**config.mk**
```make
export PLATFORM = sky130hd
export DESIGN_NAME = settle_timer
export DESIGN_NICKNAME = d
export VERILOG_FILES = /design/src/rtl/settle_timer.sv
export SDC_FILE = /design/constraint.sdc
export NUM_CORES = 1
export LEC_CHECK = 0
export CAP_MARGIN = 20
export CORE_AREA = 2 2 39 41
export DETAILED_ROUTE_END_ITERATION = 16
export DIE_AREA = 0 0 41 43
export GPL_ROUTABILITY_DRIVEN = 0
export PLACE_DENSITY = 0.51
export SLEW_MARGIN = 20
export SYNTH_ARGS = -nofsm -noshare
export SYNTH_HDL_FRONTEND = slang
export SYNTH_SLANG_ARGS = --single-unit
export TNS_END_PERCENT = 1
```
**constraint.sdc**
```tcl
create_clock -name clk -period 3.8 [get_ports clk]
set_clock_uncertainty 0.2 [all_clocks]
set_input_delay 0.38 -clock clk [delete_from_list [all_inputs] [get_ports clk]]
set_output_delay 0.38 -clock clk [all_outputs]
set_load 0.01 [all_outputs]
```
**src/rtl/settle_timer.sv**
```systemverilog
// Loadable down-counter; expire pulses in the last
// counted cycle so the caller holds for exactly 'cycles'.
module settle_timer #(
    parameter int W = 4
) (
    input  logic         clk,
    input  logic         rst_n,
    input  logic         load,
    input  logic [W-1:0] cycles,
    output logic         expire
);

    logic [W-1:0] cnt;

    // load the hold length, then count down to zero
    always_ff @(posedge clk or negedge rst_n) begin
        if (!rst_n) begin
            cnt <= '0;
        end else if (load) begin
            cnt <= cycles;
        end else if (cnt != '0) begin
            cnt <= cnt - 1'b1;
        end
    end

    assign expire = (cnt == {{(W-1){1'b0}}, 1'b1});

endmodule

```
=== Yosys cells after proc, flatten, opt, wreduce, memory -nomap -nowiden ===
Index checks and enable logic that the tools add are counted.

* Flip-flop bits (word level): 4
* Latch bits: 0
* Bits in writable memories: 0
* Memory bits (read-only): 0
* Output and inout bits: 1
* Word-level logic and storage cells: 7
* Memories kept: 0

* Add/subtract/negate cells: 1
* $mul: 0
* Divide/modulo/power cells: 0
* Magnitude comparators: 0
* Eq/ne operators: 1
* Shift operators: 0
* Multiplexer cells: 2
* Bitwise logic cells: 0
* Reductions and logical operators: 2

{| class="wikitable"
|+ Operators with widths
! kind !! number
|-
| $mux W4 || 2
|-
| $eq A4 B1 Y1 const B || 1
|-
| $reduce_bool A4 Y1 || 1
|-
| $sub A4 B1 Y4 const B || 1
|-
| $reduce_bool A2 Y1 || 1
|}

=== Depth between registers and ports, before layout ===
Gate-level depths: netlist (run 1).

* Depth in word-level cells: 3
* Mapped depth: 5

=== Worst setup path after synthesis (run 1) ===
OpenSTA, ideal clock, no wires.

* Path type: register -> register
* Start point: reg cnt[0]
* End point: reg cnt[1]
* Library setup time: 0.125 ns
* Arrival: 1.207 ns
* Data required time: 3.475 ns
* Setup slack: 2.268 ns
* Stages on the path, launching flop included: 6
* Buffers on the path: 0
* Period minus slack after synthesis: 1.532 ns
* Cell sequence: dfrtp_1 > inv_1 > ha_1 > nor3b_4 > mux2i_1 > mux2_2

* Word-level cells in the longest chain between the ends: 3
* Elaborated cells on any way between the ends: 5
* Those cells by class: add/sub (1); mux (2); reduce/logical (2)

{| class="wikitable"
|+ Ends and longest elaborated chain
! element !! RTL line !! source
|-
| from (decl) || 13 || <nowiki>logic [W-1:0] cnt;</nowiki>
|-
| from (signal assigned) || 20 || <nowiki>cnt <= cycles;</nowiki>
|-
| from (signal assigned) || 22 || <nowiki>cnt <= cnt - 1'b1;</nowiki>
|-
| $sub A4 B1 Y4 || 22 ||
|-
| $mux W4 || 21 || <nowiki>end else if (cnt != '0) begin</nowiki>
|-
| $mux W4 || 19 || <nowiki>end else if (load) begin</nowiki>
|}

Several ways; a longest one is shown, not always the timed one. The select of a mux whose other input is x is not followed.
A chain may end at the register's enable or synchronous reset.

=== Worst setup path in the final report (run 1) ===
* Start point: reg cnt[1]
* End point: out expire

* Word-level cells in the longest chain between the ends: 1

{| class="wikitable"
|+ Ends and longest elaborated chain
! element !! RTL line !! source
|-
| $eq A4 B1 Y1 || 26 || <nowiki>assign expire = (cnt == {{(W-1){1'b0}}, 1'b1});</nowiki>
|-
| to (decl) || 10 || <nowiki>output logic expire</nowiki>
|}

No other way between the ends.

==> results.md, run 1 <==
- Status: completed
- P_sw: 59.8 uW
- Buffers and inverters on the worst path: 2
- # fillers: 145
- Pwr dens: 507 mW/mm^2
- Die Area: 0.00176 sq mm
- RSZ-0062 raised after global routing: no
- Fin crit share: 57.2%
- # Max-Cap Violations: 0
- H-tree depth: 1
- Vias per inst: 4.06
- Finished layout cell area: 370 sq um
- CTS Sinks: 4
- Chip Height: 43 um
- Reg power frac: 35.9%
- Global Route Usage Sum: 7.93%
- Final Setup Violations: 0
- CP Cell Sequence: inv_1, ha_1, nor3b_1, clkdlybuf4s50_1
- Fmax: 0.460 GHz
- Max reg flops: 4
- Final WL: 494 um
- CP arrival: 1600 ps
- Logic pwr share: 35.6%
- Worst path depth: 4
- Crit. Startpoint: cnt[1]
- Area leader, netlist: dfrtp_1
- Largest registers: cnt (4)
- ANT cells: 0
- Share of layout cells above drive strength 1: 15.2%
- Total power: 188 uW
- Slew headroom: 82.7%
- Antenna violations before repair: 0
- Synth warnings: 0
- Root buf cell: clkbuf_4
- Core Util, Final: 26.8%
- Crit Path Class: register to output port
- Pre-Repair DR Iteration Count: 4
- Chip width: 41 um
- Clock share of power: 28.5%
- Worst R2R Path Depth: 5
- Worst-skew pair later-pin latency: 240 ps
- Largest reg by FF count: cnt
- Final Net Count: 45
- Synthesis-to-layout area growth: 39.6%
- Post-route DRC: 0
- M2 GR Usage: 10.6%
- R2R Setup Slk: 2130 ps
- Tightest Pin Transition: 258 ps
- CORE AREA: 0.00138 sq mm
- WP data required: 3220 ps
- Met1 Use GR: 7.72%
- Vias in the first global route: 215
- Final TNS setup: 0 ps
- Pleak: 0.153 nW
- Post-CTS Setup Inserts: 0
- R2r startpoint: cnt[0]
- Most used routing layer: met2
- Mapped Area: 265 sq um
- Total CTS buffers: 3
- Switch share: 31.9%
- Fin. Hold Viols: 0
- Largest stage delay, worst path: 560 ps
- TritonCTS clock tree: done
- FF+latch count, synth: 4
- Mapped Nets: 34
- Worst Setup EP: expire
- Largest net degree at the start of global routing: 9
- Yosys top cell area share: 37.7%
- Path type of the worst min-delay path: input pin to asynchronous set/reset pin
- Routed Antenna Nets: 0
- CTS Hold Bufs: 0
- Max Slew Vio Count: 0
- Top cells by area, synth: dfrtp_1 38%, ha_1 14%, nor3b_4 7.1%
- CP top delay family: buffers and inverters
- Num ports: 8
- Slowest stage cell on the critical path: clkdlybuf4s50_1
- Reg-to-reg endpoint: cnt[1]
- CTS Buffer Depth: 2
- Internal Power: 128 uW
- Unique masters post-synth: 14
- Critical Path Start Type: register
- Starting Density: 19.2%
- Worst VDD drop: 178 uV
- Initial DRC Count: 2
- Via count: 199
- Clock transition at path regs: 40 ps
- Cells after Synth: 24
- Port Buffers: 7
- Fin crit period: 2180 ps
- Worst Path Max Fanout: 4
- Placed Area: 348 sq um
- Rows: 14
- Drt wl/cell: 10.1 um
- CP Capture Type: output port
- Avg Cell Area, Syn: 11.1 sq um
- Met3 Use GR: 9.42%
- First-pass GRT wire length: 821 um
- Seq/Total Area, Yosys: 37.7%
- Post-CTS resize count: 0
- Total grt overflow: 0
[power groups by stage]
stage	combinational [mW]	clock [mW]	sequential, mW
3_5_place_dp	0.0678	0	0.0682
5_1_grt	0.0751	0.0591	0.0698
4_1_cts	0.0681	0.0556	0.0677
2_1_floorplan	0.0502	0	0.0651
6_report	0.0669	0.0534	0.0674
3_3_place_gp	0.0654	0	0.0677
[cell families after synthesis]
logic type      share of synthesized area (%)
fa+ha+maj                                14.2
simple gates                             19.3
flops                                    37.7
xor+xnor                                 6.60
mux                                      8.02
buf+inv                                  5.66
compound gates                           8.49
[Yosys cell counts, drive strengths merged]
| library cell | number |
|---|---|
| dfrtp | 4 |
| ha | 3 |
| nor3b | 3 |
| inv | 2 |
| nand2 | 2 |
| nor3 | 2 |
| xnor2 | 2 |
| a221o | 1 |
| buf | 1 |
| mux2 | 1 |
| mux2i | 1 |
| o21ai | 1 |
| o31ai | 1 |
[worst reg2reg max path, cell delays in order, from the launching register on]
cell     delay [ps]
dfrtp_1         390
inv_1           120
ha_1            190
nor3b_4         270
mux2i_1         110
mux2_2          260
[through the flow]
stage                     std cells  setup WS (ps)  hold WS, ps
after CTS                        49           1600          144
after detailed placement         46           1850          396
after floorplan                  24           2270         -116
final                            49           1620          143
after global routing             49           1520          144
after global placement           46           1870          394
[worst min path at each step]
stage	start	to	slack, ps	cells past startpoint
after floorplan	rst_n	cnt[0]	-120	0
after global placement	rst_n	cnt[3]	390	1
after detailed placement	rst_n	cnt[2]	400	1
after CTS	rst_n	cnt[2]	140	1
final	rst_n	cnt[2]	140	1
after global routing	rst_n	cnt[2]	140	1
[final cells by class]
| cell class | instances | area [sq um] | share of cell area [%] |
|---|---|---|---|
| Tap cell | 16 | 20.0 | 5.41 |
| Clock buffer | 3 | 22.5 | 6.08 |
| Timing Repair Buffer | 7 | 70.1 | 18.9 |
| Multi-Input combinational cell | 17 | 150 | 40.5 |
| Inverter | 2 | 7.51 | 2.03 |
| Sequential cell | 4 | 100 | 27.0 |
[cell usage in the layout, fill, tap and decap left out, drive strengths merged]
| master | n |
|---|---|
| nor3b | 3 |
| a221o | 1 |
| clkbuf | 3 |
| mux2 | 1 |
| o21ai | 1 |
| mux2i | 1 |
| xnor2 | 2 |
| ha | 3 |
| inv | 2 |
| dfrtp | 4 |
| nor3 | 2 |
| o31ai | 1 |
| nand2 | 2 |
| clkdlybuf4s50 | 7 |
[routing by layer]
metal,vias to the layer above,share of wire (%)
met5,-,0
met4,0,0
li1,101,-
met1,87,42
met2,11,44
met3,0,14
Power figures use the tool's default switching activity.
==> run 2: changes to the inputs <==
clock period = 2.1 ns   (was 3.8 ns; I/O delays follow)
==> run 2 against run 1 <==
Compared with the run above: final cell count is 2.0% higher; hold slack better by 180 ps; sequential share of layout area is 0.88 points lower; clock power is 82% higher; wire length is 1.8% higher; sequential power is 81% higher; setup slack worse by 1200 ps; global-route usage is 0.19 points lower; combinational power is 79% higher; final area is 3.4% higher; power is 81% higher; largest power group unchanged.
==> results.md, run 2 (synthesis results as in run 1) <==
- Status: completed (unchanged)
- Hold Path Depth: 3
- Routed Antenna Nets: 0 (unchanged)
- Path type of the worst min-delay path: input pin to register (was input pin to asynchronous set/reset pin)
- Pleak: 0.175 nW (was 0.153 nW)
- Final WL: 503 um (was 494 um)
- Final Setup Violations: 0 (unchanged)
- ANT cells: 0 (unchanged)
- Chip Height: 43 um (unchanged)
- Total CTS buffers: 3 (unchanged)
- Slowest stage cell on the critical path: dfrtp_1 (was clkdlybuf4s50_1)
- Rows: 14 (unchanged)
- Final cell count without fillers: 50 (was 49)
- TritonCTS clock tree: done (unchanged)
- Fmax: 0.614 GHz
- R2R Setup Slk: 470 ps (was 2130 ps)
- Largest stage delay, worst path: 390 ps (was 560 ps)
- Starting Density: 19.2% (unchanged)
- Post-CTS Setup Inserts: 0 (unchanged)
- Largest registers: cnt (4) (unchanged)
- RSZ-0062 raised after global routing: no (unchanged)
- Commonest non-fill, non-tap cell in the layout: clkdlybuf4s50_1 (unchanged)
- Final worst-path setup slack: 471 ps (was 1620 ps)
- Hold Path Origin: cycles[2]
- Vias per inst: 4.06 (about the same)
- # Max-Cap Violations: 0 (unchanged)
- # fillers: 147 (was 145)
- Post-route DRC: 0 (unchanged)
- Met3 Use GR: 7.85% (was 9.42%)
- CP Cell Sequence: inv_1, ha_1, nor3b_4, mux2i_1, mux2_2 (was inv_1, ha_1, nor3b_1, clkdlybuf4s50_1)
- Post-Place Cells: 46 (unchanged)
- Total grt overflow: 0 (unchanged)
- Pre-Repair DR Iteration Count: 5 (was 4)
- Buffers and inverters on the worst path: 1 (was 2)
- Critical Path Start Type: register (unchanged)
- CTS Buffer Depth: 2 (unchanged)
- Reg-to-reg endpoint: cnt[1] (unchanged)
- Max reg flops: 4 (unchanged)
- Met1 Use GR: 7.44% (was 7.72%)
- Worst R2R Path Depth: 5 (unchanged)
- Root buf cell: clkbuf_4 (unchanged)
- Max Slew Vio Count: 0 (unchanged)
- Core Util, Final: 27.7% (was 26.8%)
- WP data required: 2010 ps (was 3220 ps)
- Chip width: 41 um (unchanged)
- CORE AREA: 0.00138 sq mm (unchanged)
- Worst VDD drop: 338 uV (was 178 uV)
- CP Capture Type: register (was output port)
- Antenna violations before repair: 0 (unchanged)
- Most frequent cells in the layout: 6 x clkdlybuf4s50_1, 4 x dfrtp_1, 3 x ha_1, 3 x clkbuf_4 (was 7 x clkdlybuf4s50_1, 4 x dfrtp_1, 3 x ha_1, 3 x clkbuf_4)
- Global Route Usage Sum: 7.75% (was 7.93%)
- Largest net degree at the start of global routing: 9 (unchanged)
- Num ports: 8 (unchanged)
- Via count: 203 (was 199)
- M2 GR Usage: 9.38% (was 10.6%)
- Placed Area: 348 sq um (unchanged)
- Largest reg by FF count: cnt (unchanged)
- Most used routing layer: met2 (unchanged)
- Share of layout cells above drive strength 1: 14.7% (was 15.2%)
- Dpl ws: 307 ps (was 1850 ps)
- CTS Sinks: 4 (unchanged)
- Finished layout cell area: 383 sq um (was 370 sq um)
- CP arrival: 1540 ps (was 1600 ps)
- Initial DRC Count: 4 (was 2)
- Fin crit period: 1630 ps
- Crit Path Class: register to register (was register to output port)
- Vias in the first global route: 203 (was 215)
- H-tree depth: 1 (unchanged)
- Fin Hold WS: 323 ps (was 143 ps)
- Worst-skew pair later-pin latency: 240 ps (about the same)
- Synthesis-to-layout area growth: 44.3% (was 39.6%)
- Tightest Pin Transition: 272 ps (was 258 ps)
- Worst Path Max Fanout: 3 (was 4)
- CP top delay family: flip-flops (was buffers and inverters)
- Pwr dens: 887 mW/mm^2 (was 507 mW/mm^2)
- Final TNS setup: 0 ps (unchanged)
- WHS Endpoint: cnt[2]
- Fin crit share: 77.6%
- Fin. Hold Viols: 0 (unchanged)
- Port Buffers: 7 (unchanged)
- Die Area: 0.00176 sq mm (unchanged)
- Slew headroom: 81.8% (was 82.7%)
- Total power: 340 uW (was 188 uW)
- R2r startpoint: cnt[0] (unchanged)
- Final Net Count: 46 (was 45)
- DPL Wire Length: 392 um
- First-pass GRT wire length: 786 um (was 821 um)
- Clock transition at path regs: 40 ps (about the same)
- Drt wl/cell: 10.1 um (about the same)
-- run 2: timing repair --
action,4_1_cts,5_1_grt
endpoints found under the hold margin,4,0
setup endpoints to repair,0,1
resized for setup,0,1
hold buffers,1,0
-- run 2: how the worst max path moves through the flow --
stage / startpoint / end / slack, ps / cells after the start
2_1_floorplan: cnt[0] / cnt[1] / 570 / 5
3_3_place_gp: cnt[1] / expire / 340 / 4
3_5_place_dp: cnt[1] / expire / 310 / 4
4_1_cts: cnt[1] / expire / 50 / 4
5_1_grt: cnt[1] / expire / 370 / 4
6_report: cnt[0] / cnt[1] / 470 / 5
-- run 2: final cells by class --
class	instances	area, sq um	area share (%)
Multi-Input combinational cell	17	150	39.2
Sequential cell	4	100	26.1
Timing Repair Buffer	8	82.6	21.6
Clock buffer	3	22.5	5.88
Tap cell	16	20.0	5.23
Inverter	2	7.51	1.96
-- run 2: routing by layer --
metal	part of all wire [%]	up-vias
li1	-	104
met1	49	90
met2	43	9
met3	8.3	0
met4	0	0
met5	0	-
-- run 2: power breakdown --
group	total [mW]	leakage (nW)	switching, mW	internal, mW
Clock	0.0971	0.0138	0.0331	0.0640
Sequential	0.122	0.0479	0.0238	0.0983
Combinational	0.120	0.113	0.0503	0.0701
-- run 2: worst register-to-register path, delay by kind of cell, from the launching register on --
| family | cells | cell delay, ps |
|---|---|---|
| and+or+nand+nor | 1 | 260 |
| muxes | 2 | 360 |
| DFF | 1 | 390 |
| buffers and inverters | 1 | 120 |
| adders and majority gates | 1 | 190 |
==> run 3: changes to the inputs <==
clock period = 1.7 ns   (was 2.1 ns; I/O delays follow)
==> run 3 against run 2 <==
Compared with the run above: global-route usage decreased by 0.41 points; combinational power increased by 68%; flip-flop and latch count unchanged; sequential power increased by 12%; critical path depth increased by 1; count of clock-buffer cells in the layout unchanged; critical path type unchanged; largest power group is now combinational logic.
==> results.md, run 3 (synthesis results as in run 1) <==
- Chip Height: 43 um (unchanged)
- Max Slew Vio Count: 0 (unchanged)
- Reg power frac: 30.2% (was 36.0%)
- Max reg flops: 4 (unchanged)
- CP top delay family: flip-flops (unchanged)
- # Max-Cap Violations: 0 (unchanged)
- Starting Density: 19.2% (unchanged)
- Largest net degree at the start of global routing: 9 (unchanged)
- Worst-skew pair later-pin latency: 230 ps (was 240 ps)
- Internal Power: 318 uW (was 232 uW)
- Pleak: 0.182 nW (was 0.175 nW)
- Largest reg by FF count: cnt (unchanged)
- TritonCTS clock tree: done (unchanged)
- CORE AREA: 0.00138 sq mm (unchanged)
- Fin. Hold Viols: 0 (unchanged)
- Final worst-path setup slack: 79.2 ps (was 471 ps)
- Slowest stage cell on the critical path: dfrtp_1 (unchanged)
- Switch share: 29.7% (was 31.6%)
- Commonest non-fill, non-tap cell in the layout: clkdlybuf4s50_1 (unchanged)
- Pwr dens: 1100 mW/mm^2 (was 887 mW/mm^2)
- CP Capture Type: register (unchanged)
- Crit. Startpoint: cnt[1] (was cnt[0])
- CTS Sinks: 4 (unchanged)
- P_sw: 134 uW (was 107 uW)
- R2r startpoint: cnt[1] (was cnt[0])
- Drt wl/cell: 9.00 um (was 10.1 um)
- Worst R2R Path Depth: 6 (was 5)
- Initial DRC Count: 3 (was 4)
- Die Area: 0.00176 sq mm (unchanged)
- Rows: 14 (unchanged)
- Fmax: 0.617 GHz (was 0.614 GHz)
- Most frequent cells in the layout: 6 x clkdlybuf4s50_1, 4 x dfrtp_1, 3 x ha_1, 3 x clkbuf_4, 3 x buf_4 (was 6 x clkdlybuf4s50_1, 4 x dfrtp_1, 3 x ha_1, 3 x clkbuf_4)
- Fin Hold WS: 294 ps (was 323 ps)
- H-tree depth: 1 (unchanged)
- Synthesis-to-layout area growth: 55.7% (was 44.3%)
- Total grt overflow: 0 (unchanged)
- Final TNS setup: 0 ps (unchanged)
- Largest registers: cnt (4) (unchanged)
- Largest stage delay, worst path: 370 ps (was 390 ps)
- Total CTS buffers: 3 (unchanged)
- Fin crit period: 1620 ps (was 1630 ps)
- Chip width: 41 um (unchanged)
- CTS Buffer Depth: 2 (unchanged)
- Tightest Pin Transition: 261 ps (was 272 ps)
- Vias per inst: 3.96 (was 4.06)
- Clock transition at path regs: 30 ps (was 40 ps)
- CP Cell Sequence: inv_1, buf_4, ha_1, nor3b_4, mux2i_1, mux2_2 (was inv_1, ha_1, nor3b_4, mux2i_1, mux2_2)
- Reg-to-reg endpoint: cnt[1] (unchanged)
- Post-CTS Setup Inserts: 0 (unchanged)
- Final Net Count: 50 (was 46)
- Final WL: 486 um (was 503 um)
- Share of layout cells above drive strength 1: 23.7% (was 14.7%)
- R2R Setup Slk: 80 ps (was 470 ps)
- Antenna violations before repair: 0 (unchanged)
- Worst path depth: 6 (was 5)
- Port Buffers: 7 (unchanged)
- Crit Path Class: register to register (unchanged)
- Worst Setup EP: cnt[1] (unchanged)
- CP arrival: 1530 ps (was 1540 ps)
- # fillers: 130 (was 147)
- WP data required: 1610 ps (was 2010 ps)
- Logic pwr share: 44.4% (was 35.4%)
- Root buf cell: clkbuf_4 (unchanged)
- Status: completed (unchanged)
- Num ports: 8 (unchanged)
- Slew headroom: 82.5% (was 81.8%)
- ANT cells: 0 (unchanged)
- Routed Antenna Nets: 0 (unchanged)
- DPL Wire Length: 390 um (was 392 um)
- Buffers and inverters on the worst path: 2 (was 1)
- Critical Path Start Type: register (unchanged)
- Global Route Usage Sum: 7.34% (was 7.75%)
- Vias in the first global route: 175 (was 203)
- First-pass GRT wire length: 731 um (was 786 um)
- Pre-Repair DR Iteration Count: 2 (was 5)
- Final Setup Violations: 0 (unchanged)
- Post-route DRC: 0 (unchanged)
- Dpl ws: 27.2 ps (was 307 ps)
- Fin crit share: 95.3% (was 77.6%)
- Worst VDD drop: 584 uV (was 338 uV)
- Via count: 214 (was 203)
- RSZ-0062 raised after global routing: no (unchanged)
- Worst Path Max Fanout: 3 (unchanged)
- Clock share of power: 25.4% (was 28.6%)
- Path type of the worst min-delay path: input pin to register (unchanged)
-- run 3: cell count changes in the layout (fill, tap and decap cells not counted), sizes merged --
cell	change
buf	+4
dlygate4sd2	+1
dlymetal6s2s	-1
-- run 3: worst register-to-register path, stage by stage (launching register included) --
cell and delay [ps]:
dfrtp_1 370, inv_1 70, buf_4 120, ha_1 160, nor3b_4 240, mux2i_1 100, mux2_2 250
-- run 3: timing repair --
item / CTS / global route
gates resized for setup: 1 / 2
endpoints found under the hold margin: 4 / 0
cloned: 0 / 0
endpoints found under the setup margin: 1 / 1
hold buffers: 1 / 0
-- run 3: layer usage --
metal,global-route usage (%),share of wire (%),up-vias
li1,-,-,112
met1,7.74,45,90
met2,7.81,38,10
met3,9.42,15,2
met4,4.00,0.82,0
met5,0,0,-
-- run 3: power by group through the flow --
stage               Clock (mW)  Sequential [mW]  Combinational (mW)
global placement             0            0.137               0.198
floorplan                    0            0.145               0.112
CTS                      0.119            0.137               0.199
global route             0.139            0.138               0.224
finish                   0.115            0.137               0.201
detailed placement           0            0.138               0.199
-- run 3: area by class of cell --
class	count	area [sq um]	area share, %
Multi-Input combinational cell	17	150	36.4
Tap cell	16	20.0	4.85
Sequential cell	4	100	24.2
Inverter	2	7.51	1.82
Timing Repair Buffer	12	113	27.3
Clock buffer	3	22.5	5.45
-- run 3: stage by stage --
stage / instances / power [mW] / area (sq um) / util, %
5_1_grt: 54 / 0.501 / 413 / 29.8
3_3_place_gp: 50 / 0.335 / 378 / 27.3
6_report: 54 / 0.452 / 413 / 29.8
4_1_cts: 54 / 0.455 / 409 / 29.6
3_5_place_dp: 50 / 0.337 / 378 / 27.3
2_1_floorplan: 24 / 0.258 / 265 / -
-- run 3: worst min path at each step --
stage | from | to | slack, ps | cells past startpoint
6_report | cycles[0] | cnt[0] | 290 | 3
5_1_grt | cycles[0] | cnt[0] | 300 | 3
4_1_cts | cycles[0] | cnt[0] | 320 | 3
3_5_place_dp | rst_n | cnt[3] | 190 | 1
3_3_place_gp | rst_n | cnt[3] | 190 | 1
2_1_floorplan | rst_n | cnt[0] | -330 | 0
